## src/rtl/mfp_pmod_als_spi_sampler_pkg.sv

```systemverilog
// rtl/mfp_pmod_als_spi_sampler_pkg.sv - shared state encoding and default parameters
// Purpose: FSM state type and default parameter values for the PmodALS SPI sampler.
// Ports: none (package).
package mfp_pmod_als_spi_sampler_pkg;

  typedef enum logic [2:0] {
    ST_IDLE  = 3'd0,
    ST_SETUP = 3'd1,
    ST_LOW   = 3'd2,
    ST_HIGH  = 3'd3,
    ST_HOLD  = 3'd4
  } state_e;

  localparam int unsigned DEF_CLK_DIV       = 8;
  localparam int unsigned DEF_SAMPLE_PERIOD = 100000;
  localparam int unsigned DEF_FRAME_BITS    = 16;
  localparam int unsigned DEF_DATA_MSB      = 12;
  localparam int unsigned DEF_DATA_LSB      = 5;

endpackage

```

## src/rtl/mfp_sync2.sv

```systemverilog
// rtl/mfp_sync2.sv - two-flop synchronizer, resets to 1
// Purpose: bring an asynchronous single-bit input into the clock domain.
// Ports: clock, reset (async, active-high), d (async input), q (synchronized output).
module mfp_sync2 (
  input  logic clock,
  input  logic reset,
  input  logic d,
  output logic q
);

  logic meta_q;

  always_ff @(posedge clock or posedge reset) begin
    if (reset) begin
      meta_q <= 1'b1;
      q      <= 1'b1;
    end else begin
      meta_q <= d;
      q      <= meta_q;
    end
  end

endmodule

```

## src/rtl/mfp_pmod_als_spi_sampler.sv

```systemverilog
// rtl/mfp_pmod_als_spi_sampler.sv - SPI master sampler for the PmodALS light sensor
// Purpose: generates cs/sck, shifts in sdo, publishes the last complete frame and
//   the extracted light value; conversions are free-running or start-triggered.
// Ports: clock, reset (async, active-high); enable (free-run), start (one-shot pulse);
//   cs, sck, sdo (SPI); frame, value, valid (result); busy (conversion in progress).
module mfp_pmod_als_spi_sampler
  import mfp_pmod_als_spi_sampler_pkg::*;
#(
  parameter int unsigned CLK_DIV       = DEF_CLK_DIV,
  parameter int unsigned SAMPLE_PERIOD = DEF_SAMPLE_PERIOD,
  parameter int unsigned FRAME_BITS    = DEF_FRAME_BITS,
  parameter int unsigned DATA_MSB      = DEF_DATA_MSB,
  parameter int unsigned DATA_LSB      = DEF_DATA_LSB
) (
  input  logic                         clock,
  input  logic                         reset,
  input  logic                         enable,
  input  logic                         start,
  output logic                         cs,
  output logic                         sck,
  input  logic                         sdo,
  output logic [FRAME_BITS-1:0]        frame,
  output logic [DATA_MSB-DATA_LSB:0]   value,
  output logic                         valid,
  output logic                         busy
);

  localparam int unsigned PW = (SAMPLE_PERIOD > 1) ? $clog2(SAMPLE_PERIOD) : 1;
  localparam int unsigned BW = (FRAME_BITS > 1) ? $clog2(FRAME_BITS) : 1;
  localparam logic [7:0]    DIV_LAST   = 8'(CLK_DIV - 1);
  localparam logic [7:0]    QUIET_MAX  = 8'(CLK_DIV);
  localparam logic [PW-1:0] PER_LAST   = PW'(SAMPLE_PERIOD - 1);
  localparam logic [BW-1:0] BIT_LAST   = BW'(FRAME_BITS - 1);

  state_e                  state_q, state_d;
  logic [7:0]              div_q, div_d;
  logic [7:0]              quiet_q, quiet_d;
  logic [BW-1:0]           bit_q, bit_d;
  logic [PW-1:0]           per_q, per_d;
  logic                    pend_q, pend_d;
  logic                    en_q;
  logic [FRAME_BITS-1:0]   shift_q, shift_d;
  logic [FRAME_BITS-1:0]   frame_q, frame_d;
  logic                    valid_q, valid_d;
  logic                    sdo_s;
  logic                    period_hit, en_rise, div_done, quiet_ok, req;

  mfp_sync2 u_sync (
    .clock (clock),
    .reset (reset),
    .d     (sdo),
    .q     (sdo_s)
  );

  assign period_hit = enable && (per_q == PER_LAST);
  assign en_rise    = enable && !en_q;
  assign div_done   = (div_q == DIV_LAST);
  // Quiet counter holds the IDLE clocks already spent; the current one makes CLK_DIV.
  assign quiet_ok   = (quiet_q >= DIV_LAST);
  assign req        = pend_q || period_hit || en_rise || start;

  always_comb begin
    state_d = state_q;
    div_d   = div_q + 8'd1;
    quiet_d = 8'd0;
    bit_d   = bit_q;
    shift_d = shift_q;
    frame_d = frame_q;
    valid_d = 1'b0;
    // Period/enable requests are remembered while busy; start is not.
    pend_d  = pend_q || period_hit || en_rise;
    if (!enable)
      per_d = '0;
    else if (per_q == PER_LAST)
      per_d = per_q;
    else
      per_d = per_q + 1'b1;

    case (state_q)
      ST_IDLE: begin
        div_d   = 8'd0;
        bit_d   = '0;
        quiet_d = (quiet_q == QUIET_MAX) ? quiet_q : quiet_q + 8'd1;
        pend_d  = req;
        if (quiet_ok && req) begin
          state_d = ST_SETUP;
          pend_d  = 1'b0;
          per_d   = '0;
        end
      end
      ST_SETUP: begin
        if (div_done) begin
          state_d = ST_LOW;
          div_d   = 8'd0;
        end
      end
      ST_LOW: begin
        if (div_done) begin
          state_d = ST_HIGH;
          div_d   = 8'd0;
        end
      end
      ST_HIGH: begin
        if (div_q == 8'd0)
          shift_d = {shift_q[FRAME_BITS-2:0], sdo_s};
        if (div_done) begin
          div_d = 8'd0;
          if (bit_q == BIT_LAST) begin
            state_d = ST_HOLD;
          end else begin
            bit_d   = bit_q + 1'b1;
            state_d = ST_LOW;
          end
        end
      end
      ST_HOLD: begin
        if (div_done) begin
          state_d = ST_IDLE;
          div_d   = 8'd0;
          frame_d = shift_q;
          valid_d = 1'b1;
        end
      end
      default: state_d = ST_IDLE;
    endcase
  end

  always_ff @(posedge clock or posedge reset) begin
    if (reset) begin
      state_q <= ST_IDLE;
      div_q   <= 8'd0;
      quiet_q <= 8'd0;
      bit_q   <= '0;
      per_q   <= '0;
      pend_q  <= 1'b0;
      en_q    <= 1'b0;
      shift_q <= '0;
      frame_q <= '0;
      valid_q <= 1'b0;
    end else begin
      state_q <= state_d;
      div_q   <= div_d;
      quiet_q <= quiet_d;
      bit_q   <= bit_d;
      per_q   <= per_d;
      pend_q  <= pend_d;
      en_q    <= enable;
      shift_q <= shift_d;
      frame_q <= frame_d;
      valid_q <= valid_d;
    end
  end

  assign cs    = (state_q == ST_IDLE);
  assign sck   = (state_q != ST_LOW);
  assign busy  = (state_q != ST_IDLE);
  assign frame = frame_q;
  assign value = frame_q[DATA_MSB:DATA_LSB];
  assign valid = valid_q;

endmodule
```

## config.mk

```make
export PLATFORM = sky130hd
export DESIGN_NAME = mfp_pmod_als_spi_sampler
export DESIGN_NICKNAME = d
export VERILOG_FILES = /design/src/rtl/mfp_pmod_als_spi_sampler_pkg.sv /design/src/rtl/mfp_sync2.sv /design/src/rtl/mfp_pmod_als_spi_sampler.sv
export SDC_FILE = /design/constraint.sdc
export NUM_CORES = 1
export LEC_CHECK = 0
export CORE_MARGIN = 8
export CORE_UTILIZATION = 68
export DETAILED_ROUTE_END_ITERATION = 12
export DONT_BUFFER_PORTS = 1
export GPL_TIMING_DRIVEN = 0
export PLACE_DENSITY = 0.95
export SETUP_SLACK_MARGIN = 0.1
export SYNTH_ARGS = -nofsm -noshare
export SYNTH_HDL_FRONTEND = slang
export SYNTH_SLANG_ARGS = --single-unit
```

## constraint.sdc

```tcl
create_clock -name clock -period 6.6 [get_ports clock]
set_input_delay 0.99 -clock clock [delete_from_list [all_inputs] [get_ports clock]]
set_output_delay 0.99 -clock clock [all_outputs]
set_load 0.03 [all_outputs]
```

==> flow_summary.json, run 1 <==
{
  "finalHoldViolations": 0,
  "gp_congestion": 0.828,
  "clockBufferDepth": 2,
  "finalWorstSetupSlack_ns": 3.80,
  "fin_tns_setup_ns": 0,
  "critPathArrivalTime_ns": 1.81,
  "leakagePower_nw": 1.76,
  "syn-num-nets": 324,
  "ios": 33,
  "period_share_pct": 42.5,
  "rows": 26,
  "yosysTopAreaCellShare_pct": 51.8,
  "cts_root_buffer": "clkbuf_8",
  "synth-seq-cells": 77,
  "ys_seq_area_share_pct": 53.3,
  "grt_util_all_layers_pct": 19.4,
  "dieArea_sq_um": 7910,
  "fmax_ghz": 0.357,
  "wl_um": 6890,
  "slew_violations": 0,
  "area_delta_synth_final_pct": 7.71,
  "worstSetupPathType": "flip-flop to output pin",
  "required_ns": 5.61,
  "synth_edf_count": 0,
  "grt_pass1_vias": 2429,
  "synth.distinct_cells": 44,
  "yosysWarnings": 0,
  "pwr-share-seq_pct": 51.1,
  "powerDensity_nw_per_um2": 277,
  "antenna_cells": 0,
  "hold_buffers": 0,
  "p_int_mw": 0.728,
  "drive_gt1_share_pct": 22.5,
  "synth_area_leaders": "dfrtp_1, mux2_2, xnor2_1, nor3_1, buf_4",
  "grt_overflow_total": 0,
  "combPwrFrac_pct": 17.2,
  "clock-sinks": 77,
  "fin_cells": 399,
  "start_util_pct": 70.4,
  "layout.nets": 335,
  "swShare_pct": 32.5,
  "crit_path_end_kind": "output pin",
  "fill_cells": 323,
  "rsz0062_at_grt": "false",
  "power.switching_mw": 0.351,
  "crit_path_frequent_cell": "clkbuf_1",
  "maxCapViolCount": 0,
  "place_ws_ns": 4.20,
  "yosysTopAreaCell": "dfrtp_1",
  "drt-pass1-iter-count": 4,
  "antenna_found_initial": 0,
  "clock_skew_ns": 0.0104,
  "grt_pass1_wl_um": 11700,
  "synth.avg_cell_area_sq_um": 11.6,
  "worst-path-max-fanout": 10,
  "synthFlopType": "dfrtp_1",
  "grt_max_degree": 78,
  "slowest_delay_ns": 0.59,
  "status": "finished, final reports clean",
  "dp_hpwl_um": 4650,
  "placedInstanceArea_sq_um": 3710,
  "cts_tree": "built",
  "cts_setup_buffers": 0,
  "final_cell_area_sq_um": 3900,
  "clkLatencyLatePin_ns": 0.36,
  "numCtsBuffers": 9,
  "cp_slowest_cell": "clkbuf_1",
  "power_frac_clock_pct": 31.7,
  "peakVddDrop_mv": 0.148,
  "port_buffers": 0,
  "h-tree-depth": 3,
  "slew_headroom_pct": 40.4,
  "totalPowerFinal_mw": 1.08,
  "synthesis.area_sq_um": 3620,
  "fp.dieH_um": 89.0,
  "netlist_top_cells_count": "dfrtp_1, mux2_2, nor2_1, nor3_1, nand3_1",
  "finalSetupViolations": 0,
  "wl_per_cell_um": 17.3,
  "path_cells": "clkbuf_1 -> or3_1 -> clkbuf_1",
  "ctsResizeCount": 0,
  "worstSetupStartpointType": "flip-flop",
  "worstMarginPinSlew_ns": 0.895,
  "synth_cells": 313,
  "die_x_um": 89.0,
  "drt_iter0_markers": 112,
  "core_sq_um": 5140,
  "final_antenna_net_count": 0,
  "clkTransAtPathRegs_ns": 0.09,
  "drc": 0,
  "hp-class": "flip-flop to flip-flop",
  "dp.cells": 383,
  "yosysMostFrequentCell": "dfrtp_1",
  "dr_total_vias": 2366,
  "vias_per_cell": 5.93,
  "synthArstFlopShare_pct": 100,
  "min_period_ns": 2.80
}
## stage by stage
stage	util [%]	hold slack [ns]
finish	75.9	0.359
global route	75.9	0.368
CTS	75.9	0.359
detailed placement	72.2	0.347
global placement	72.1	0.346
floorplan	-	0.345
## kinds of logic after synthesis
family / share of synthesized area (%)
adder cells (fa/ha/maj): 2.35
buffers and inverters: 4.80
AO/OA/AOI/OAI: 4.80
flip-flops: 53.3
XOR/XNOR: 5.81
multiplexers: 11.1
AND/OR/NAND/NOR: 17.9
## placed cells by master, fill, tap and decap left out, types with 2 or more instances in the layout
cell type	n
dfrtp_1	75
and3_1	6
inv_8	2
nor4_1	8
xor2_1	9
xnor2_1	15
nor2_1	22
mux2_2	31
buf_4	11
clkbuf_1	5
inv_6	3
nand2b_1	4
or3b_2	2
or3_1	2
nor4_4	2
ha_1	6
clkbuf_8	9
inv_1	12
a21oi_1	5
o31ai_1	2
nand3_1	16
dfstp_2	2
mux2i_1	4
nor3_1	18
o211ai_1	6
o21ai_0	6
nand2_1	13
nand4_1	7
a211oi_1	2
nor2b_1	4
## power groups by stage
stage	Combinational, mW	Sequential [mW]	Clock (mW)
after floorplan	0.151	0.547	0
after global placement	0.171	0.554	0
after detailed placement	0.183	0.560	0
after CTS	0.186	0.551	0.347
after global routing	0.207	0.557	0.371
final	0.186	0.551	0.342
## layout make-up
class                   instances  area, sq um  area share, %
inverters                      14         55.1           1.41
clock buffers                   9          124           3.18
well taps                      70         87.6           2.25
flip-flops and latches         77         1930           49.5
clock inverters                 7         65.1           1.67
plain buffers                  18          121           3.11
multi-input cells             204         1520           38.9
## sequential cells by signal, indices dropped and copies added (netlist names), 3 cells and up
name / flops
state_q: 3
quiet_q: 8
div_q: 8
frame: 16
shift_q: 16
per_q: 17
bit_q: 4
## worst paths after layout
path | cells after the start | from | to | slack (ns)
setup reg to reg | 5 | div_q[4] | shift_q[0] | 4.20
max in group asynchronous | 1 | reset | quiet_q[4] | 5.33
hold / removal | 0 | u_sync.meta_q | u_sync.q | 0.36
hold reg to reg | 0 | u_sync.meta_q | u_sync.q | 0.36
min in group asynchronous | 1 | reset | frame[1] | 0.69
setup / recovery | 3 | state_q[2] | busy | 3.80
## routing by layer
layer	global-route usage [%]	wire length (um)	part of all wire, %	vias to the layer above
li1	-	-	-	1120
met1	22.9	2760	40	1147
met2	30.7	3500	51	74
met3	6.16	402	5.8	25
met4	11.0	227	3.3	0
met5	0	0	0	-
## critical path: cells and delay by family (launching register included)
family                 cells  cell delay (ns)
buffers and inverters      2             0.89
flip-flops                 1             0.33
AND/OR/NAND/NOR            1             0.24
Note: power is estimated with default switching activity, not from simulation.
==> run 2, diff against run 1 <==
- CORE_UTILIZATION: 68 -> 57
- PLACE_DENSITY: 0.95 -> 0.87
- clock period: 6.6 -> 2.3 ns (I/O delays scaled with it)
==> flow_summary.json, run 2 (synthesis gave the netlist of run 1 again) <==
{
  "swShare_pct": 31.0,
  "antenna_cells": 0,
  "period_share_pct": 93.7,
  "cp_top_family": "simple AND/OR/NAND/NOR gates",
  "critPathArrivalTime_ns": 2.40,
  "finalHoldViolations": 0,
  "worst-path-max-fanout": 10,
  "crit_path_end_kind": "flip-flop",
  "cp_slowest_cell": "nor4_4",
  "status": "finished, final reports clean",
  "power.switching_mw": 0.973,
  "clock-sinks": 77,
  "grt_max_degree": 45,
  "fp.dieH_um": 95.7,
  "top_register": "per_q",
  "slew_headroom_pct": 51.7,
  "drc": 0,
  "start_util_pct": 58.0,
  "wl_um": 6570,
  "combPwrFrac_pct": 18.3,
  "clkTransAtPathRegs_ns": 0.09,
  "clkLatencyLatePin_ns": 0.35,
  "crit_buf_inv": 2,
  "grt_util_all_layers_pct": 15.6,
  "pwr-share-seq_pct": 50.7,
  "fin_tns_setup_ns": 0,
  "clockBufferDepth": 2,
  "numCtsBuffers": 9,
  "slowest_delay_ns": 0.41,
  "powerDensity_nw_per_um2": 778,
  "finalWorstSetupSlack_ns": 0.145,
  "drive_gt1_share_pct": 24.7,
  "leakagePower_nw": 1.83,
  "die_x_um": 95.7,
  "cts_tree": "built",
  "dieArea_sq_um": 9160,
  "path_cells": "clkbuf_1 -> nor2b_1 -> nand2_1 -> nor4_4 -> buf_4 -> mux2_2",
  "worstSetupStartpointType": "flip-flop",
  "vias_per_cell": 5.82,
  "worstMarginPinSlew_ns": 0.723,
  "h-tree-depth": 3,
  "antenna_found_initial": 0,
  "drt_iter0_markers": 104,
  "cts_root_buffer": "clkbuf_8",
  "dp_hpwl_um": 4450,
  "layout.nets": 346,
  "maxCapViolCount": 0,
  "rsz0062_at_grt": "true",
  "power_frac_clock_pct": 31.0,
  "grt_overflow_total": 0,
  "largest_reg_flops": 17,
  "core_sq_um": 6240,
  "wl_per_cell_um": 15.8,
  "required_ns": 2.54,
  "reg2reg_setup_slack_ns": 0.14,
  "slew_violations": 0,
  "dr_total_vias": 2426,
  "clock_skew_ns": 0.0107,
  "rows": 29,
  "peakVddDrop_mv": 0.501,
  "final_common_cell": "dfrtp_1",
  "grt_pass1_wl_um": 11100,
  "area_delta_synth_final_pct": 11.6,
  "port_buffers": 0,
  "final_antenna_net_count": 0,
  "hp-class": "input pin to flip-flop",
  "grt_pass1_vias": 2376,
  "ios": 33,
  "fmax_ghz": 0.464,
  "drt-pass1-iter-count": 5,
  "p_int_mw": 2.17,
  "final_cell_mix": "dfrtp_1, mux2_2, nor2_1, buf_4, nor3_1",
  "place_ws_ns": -0.0426,
  "gp_congestion": 0.797,
  "min_period_ns": 2.16,
  "worstSetupPathType": "flip-flop to flip-flop",
  "finalSetupViolations": 0
}
[run 2: what timing repair did]
| action | in CTS | in global routing |
|---|---|---|
| setup endpoints to repair | 19 | 23 |
| hold endpoints to repair | 32 | 1 |
| pin swaps | 0 | 3 |
| gates resized for setup | 3 | 2 |
| cloned | 0 | 0 |
| setup buffers | 1 | 6 |
| hold buffers | 2 | 1 |
[run 2: layer usage]
metal / GRT usage (%) / vias up / wire length [um]
met2: 25.8 / 48 / 3340
met5: 0 / - / 0
met3: 4.37 / 9 / 310
met4: 6.53 / 0 / 103
li1: - / 1145 / -
met1: 18.7 / 1224 / 2810
[run 2: cell type report]
cell class / count / area (sq um)
well taps: 77 / 96.3
plain buffers: 18 / 123
inverters: 14 / 56.3
multi-input cells: 204 / 1540
flip-flops and latches: 77 / 1930
clock buffers: 11 / 151
repair buffers: 11 / 103
clock inverters: 5 / 42.5
fillers: 457 / 2200
[run 2: worst paths after layout]
path                                    start    endpoint  cells past startpoint
worst max-delay path               state_q[2]  shift_q[5]                      6
worst min register to register  u_sync.meta_q    u_sync.q                      0
max in group asynchronous               reset    per_q[1]                      3
worst max register to register     state_q[2]  shift_q[5]                      6
worst min-delay path                    start  state_q[0]                      2
min in group asynchronous               reset    frame[5]                      2
[run 2: through the flow]
| step | hold WS, ns | cells | utilization, % | total power [mW] | cell area (sq um) |
|---|---|---|---|---|---|
| after detailed placement | 0.350 | 391 | 59.9 | 2.12 | 3740 |
| after global routing | 0.149 | 417 | 64.7 | 3.31 | 4040 |
| after global placement | 0.347 | 390 | 59.6 | 2.09 | 3720 |
| after CTS | 0.000733 | 410 | 63.8 | 3.16 | 3980 |
| after floorplan | 0.345 | 313 | - | 2.00 | 3620 |
| final | 0.148 | 417 | 64.7 | 3.14 | 4040 |
[run 2: power by group through the flow]
stage / sequential [mW] / clock, mW / combinational (mW)
3_3_place_gp: 1.59 / 0 / 0.495
6_report: 1.59 / 0.974 / 0.574
5_1_grt: 1.61 / 1.06 / 0.645
3_5_place_dp: 1.60 / 0 / 0.526
2_1_floorplan: 1.57 / 0 / 0.433
4_1_cts: 1.59 / 0.995 / 0.575
[run 2: worst reg2reg max path: cells and delay by family (launching register included)]
family        cells  cell delay, ns
buf+inv           2            0.46
simple gates      3            0.86
flops             1            0.37
mux               1            0.36
==> run 3, diff against run 2 <==
- CAP_MARGIN: default -> 20
- CORE_UTILIZATION: 57 -> 52
- DONT_BUFFER_PORTS: 1 -> default
- PLACE_DENSITY: 0.87 -> 0.76
==> flow_summary.json, run 3 (synthesis gave the netlist of run 1 again) <==
{
  "port_buffers": 32,
  "placedInstanceArea_sq_um": 4060,
  "r2r_end": "frame[14]",
  "r2r_start": "div_q[4]",
  "peakVddDrop_mv": 0.356,
  "wl_um": 6400,
  "status": "finished, final reports clean",
  "final_antenna_net_count": 0,
  "min_from": "u_sync.meta_q",
  "final_cell_mix": "dfrtp_1, mux2_2, clkdlybuf4s50_1, nor2_1, nor3_1",
  "final_cell_area_sq_um": 4330,
  "crit_path_frequent_cell": "clkbuf_2",
  "start_util_pct": 53.6,
  "core_sq_um": 6760,
  "cts_tree": "built",
  "met1_length_um": 2890,
  "period_share_pct": 90.8,
  "final_common_cell": "dfrtp_1",
  "worst-path-max-fanout": 10,
  "leakagePower_nw": 1.93,
  "holdWs_ns": 0.358,
  "wl_per_cell_um": 14.3,
  "grt_pass1_vias": 2463,
  "wl_met3_um": 308,
  "powerDensity_nw_per_um2": 757,
  "numCtsBuffers": 9,
  "dp_hpwl_um": 4340,
  "crit_path_end_kind": "output pin",
  "hold_buffers": 0,
  "worstSetupStartpointType": "flip-flop",
  "fmax_ghz": 0.479,
  "clkLatencyLatePin_ns": 0.35,
  "drt_iter0_markers": 68,
  "clockBufferDepth": 2,
  "met2_wirelength_um": 3070,
  "drive_gt1_share_pct": 23.2,
  "clock-sinks": 77,
  "layout.nets": 373,
  "finalHoldViolations": 0,
  "rsz0062_at_grt": "false",
  "clkTransAtPathRegs_ns": 0.08,
  "gp_congestion": 0.837,
  "maxCapViolCount": 0,
  "dr.max_layer_used": "met4",
  "cts_root_buffer": "clkbuf_8",
  "antenna_cells": 0,
  "totalPowerFinal_mw": 3.27,
  "drc": 0,
  "area_delta_synth_final_pct": 19.5,
  "largest_reg_flops": 17,
  "grt_util_all_layers_pct": 13.9,
  "hold_end": "u_sync.q",
  "slew_violations": 0,
  "pwr-share-seq_pct": 48.1,
  "antenna_found_initial": 0,
  "worstSetupPathType": "flip-flop to output pin",
  "critPathLaunch": "state_q[2]",
  "finalSetupViolations": 0,
  "fp.dieH_um": 99.4,
  "dieArea_sq_um": 9890,
  "path_cells": "clkbuf_2 -> or3_4 -> clkbuf_2 -> buf_2",
  "r2r_cells": 6,
  "ios": 33,
  "worstMarginPinSlew_ns": 0.805,
  "cp_slowest_cell": "or3_4",
  "drt-pass1-iter-count": 4,
  "dr_total_vias": 2478,
  "hold_depth": 0,
  "slew_headroom_pct": 46.2,
  "reg2reg_setup_slack_ns": 0.24,
  "required_ns": 1.96,
  "top_register": "per_q",
  "die_x_um": 99.4,
  "slowest_delay_ns": 0.43,
  "grt_overflow_total": 0,
  "rows": 30,
  "power.switching_mw": 0.946,
  "p_int_mw": 2.33,
  "grt_max_degree": 41,
  "critPathArrivalTime_ns": 1.74,
  "clock_skew_ns": 0.0171,
  "hp-class": "flip-flop to flip-flop",
  "swShare_pct": 28.9,
  "grt_pass1_wl_um": 11100,
  "power_frac_clock_pct": 34.9,
  "min_period_ns": 2.09,
  "final_util_pct": 64.0,
  "vias_per_cell": 5.54,
  "h-tree-depth": 3,
  "combPwrFrac_pct": 16.9
}
[run 3: timing repair]
action                     4_1_cts  5_1_grt
resized for setup                9        4
pin swaps                        1        1
setup buffers                    2        3
setup endpoints to repair       22       24
[run 3: how the worst max path moves through the flow]
stage | endpoint | slack (ns) | cells after the start
floorplan | frame[0] | 0.31 | 6
CTS | busy | 0.1 | 4
global placement | busy | -0.03 | 4
detailed placement | busy | -0.02 | 4
finish | busy | 0.21 | 4
global route | frame[14] | 0.13 | 6
[run 3: layout make-up]
| class | instances | area, sq um |
|---|---|---|
| plain buffers | 18 | 124 |
| clock buffers | 10 | 128 |
| clock inverters | 6 | 95.1 |
| fillers | 537 | 2430 |
| inverters | 14 | 56.3 |
| multi-input cells | 204 | 1530 |
| flip-flops and latches | 77 | 1930 |
| well taps | 80 | 100 |
| repair buffers | 38 | 367 |
[run 3: routing by layer]
| metal | track usage (%) | vias to the layer above |
|---|---|---|
| li1 | - | 1195 |
| met1 | 17.0 | 1216 |
| met2 | 22.1 | 56 |
| met3 | 3.35 | 11 |
| met4 | 7.57 | 0 |
| met5 | 0 | - |
[run 3: through the flow]
step	worst slack [ns]	cells	setup TNS [ns]
2_1_floorplan	0.313	313	0
3_3_place_gp	-0.0251	425	-0.0251
3_5_place_dp	-0.0209	426	-0.0209
4_1_cts	0.0974	444	0
5_1_grt	0.128	447	0
6_report	0.212	447	0
[run 3: worst max-delay path, delay by kind of cell, from the launching register on]
family | cells | cell delay [ns]
simple gates | 1 | 0.43
buf+inv | 3 | 0.60
flops | 1 | 0.36
[run 3: power by group through the flow]
stage                     clock, mW  sequential (mW)  combinational [mW]
after floorplan                   0             1.57               0.433
after global placement            0             1.59               0.527
after detailed placement          0             1.60               0.543
after CTS                      1.17             1.57               0.554
after global routing           1.23             1.60               0.624
final                          1.14             1.58               0.554
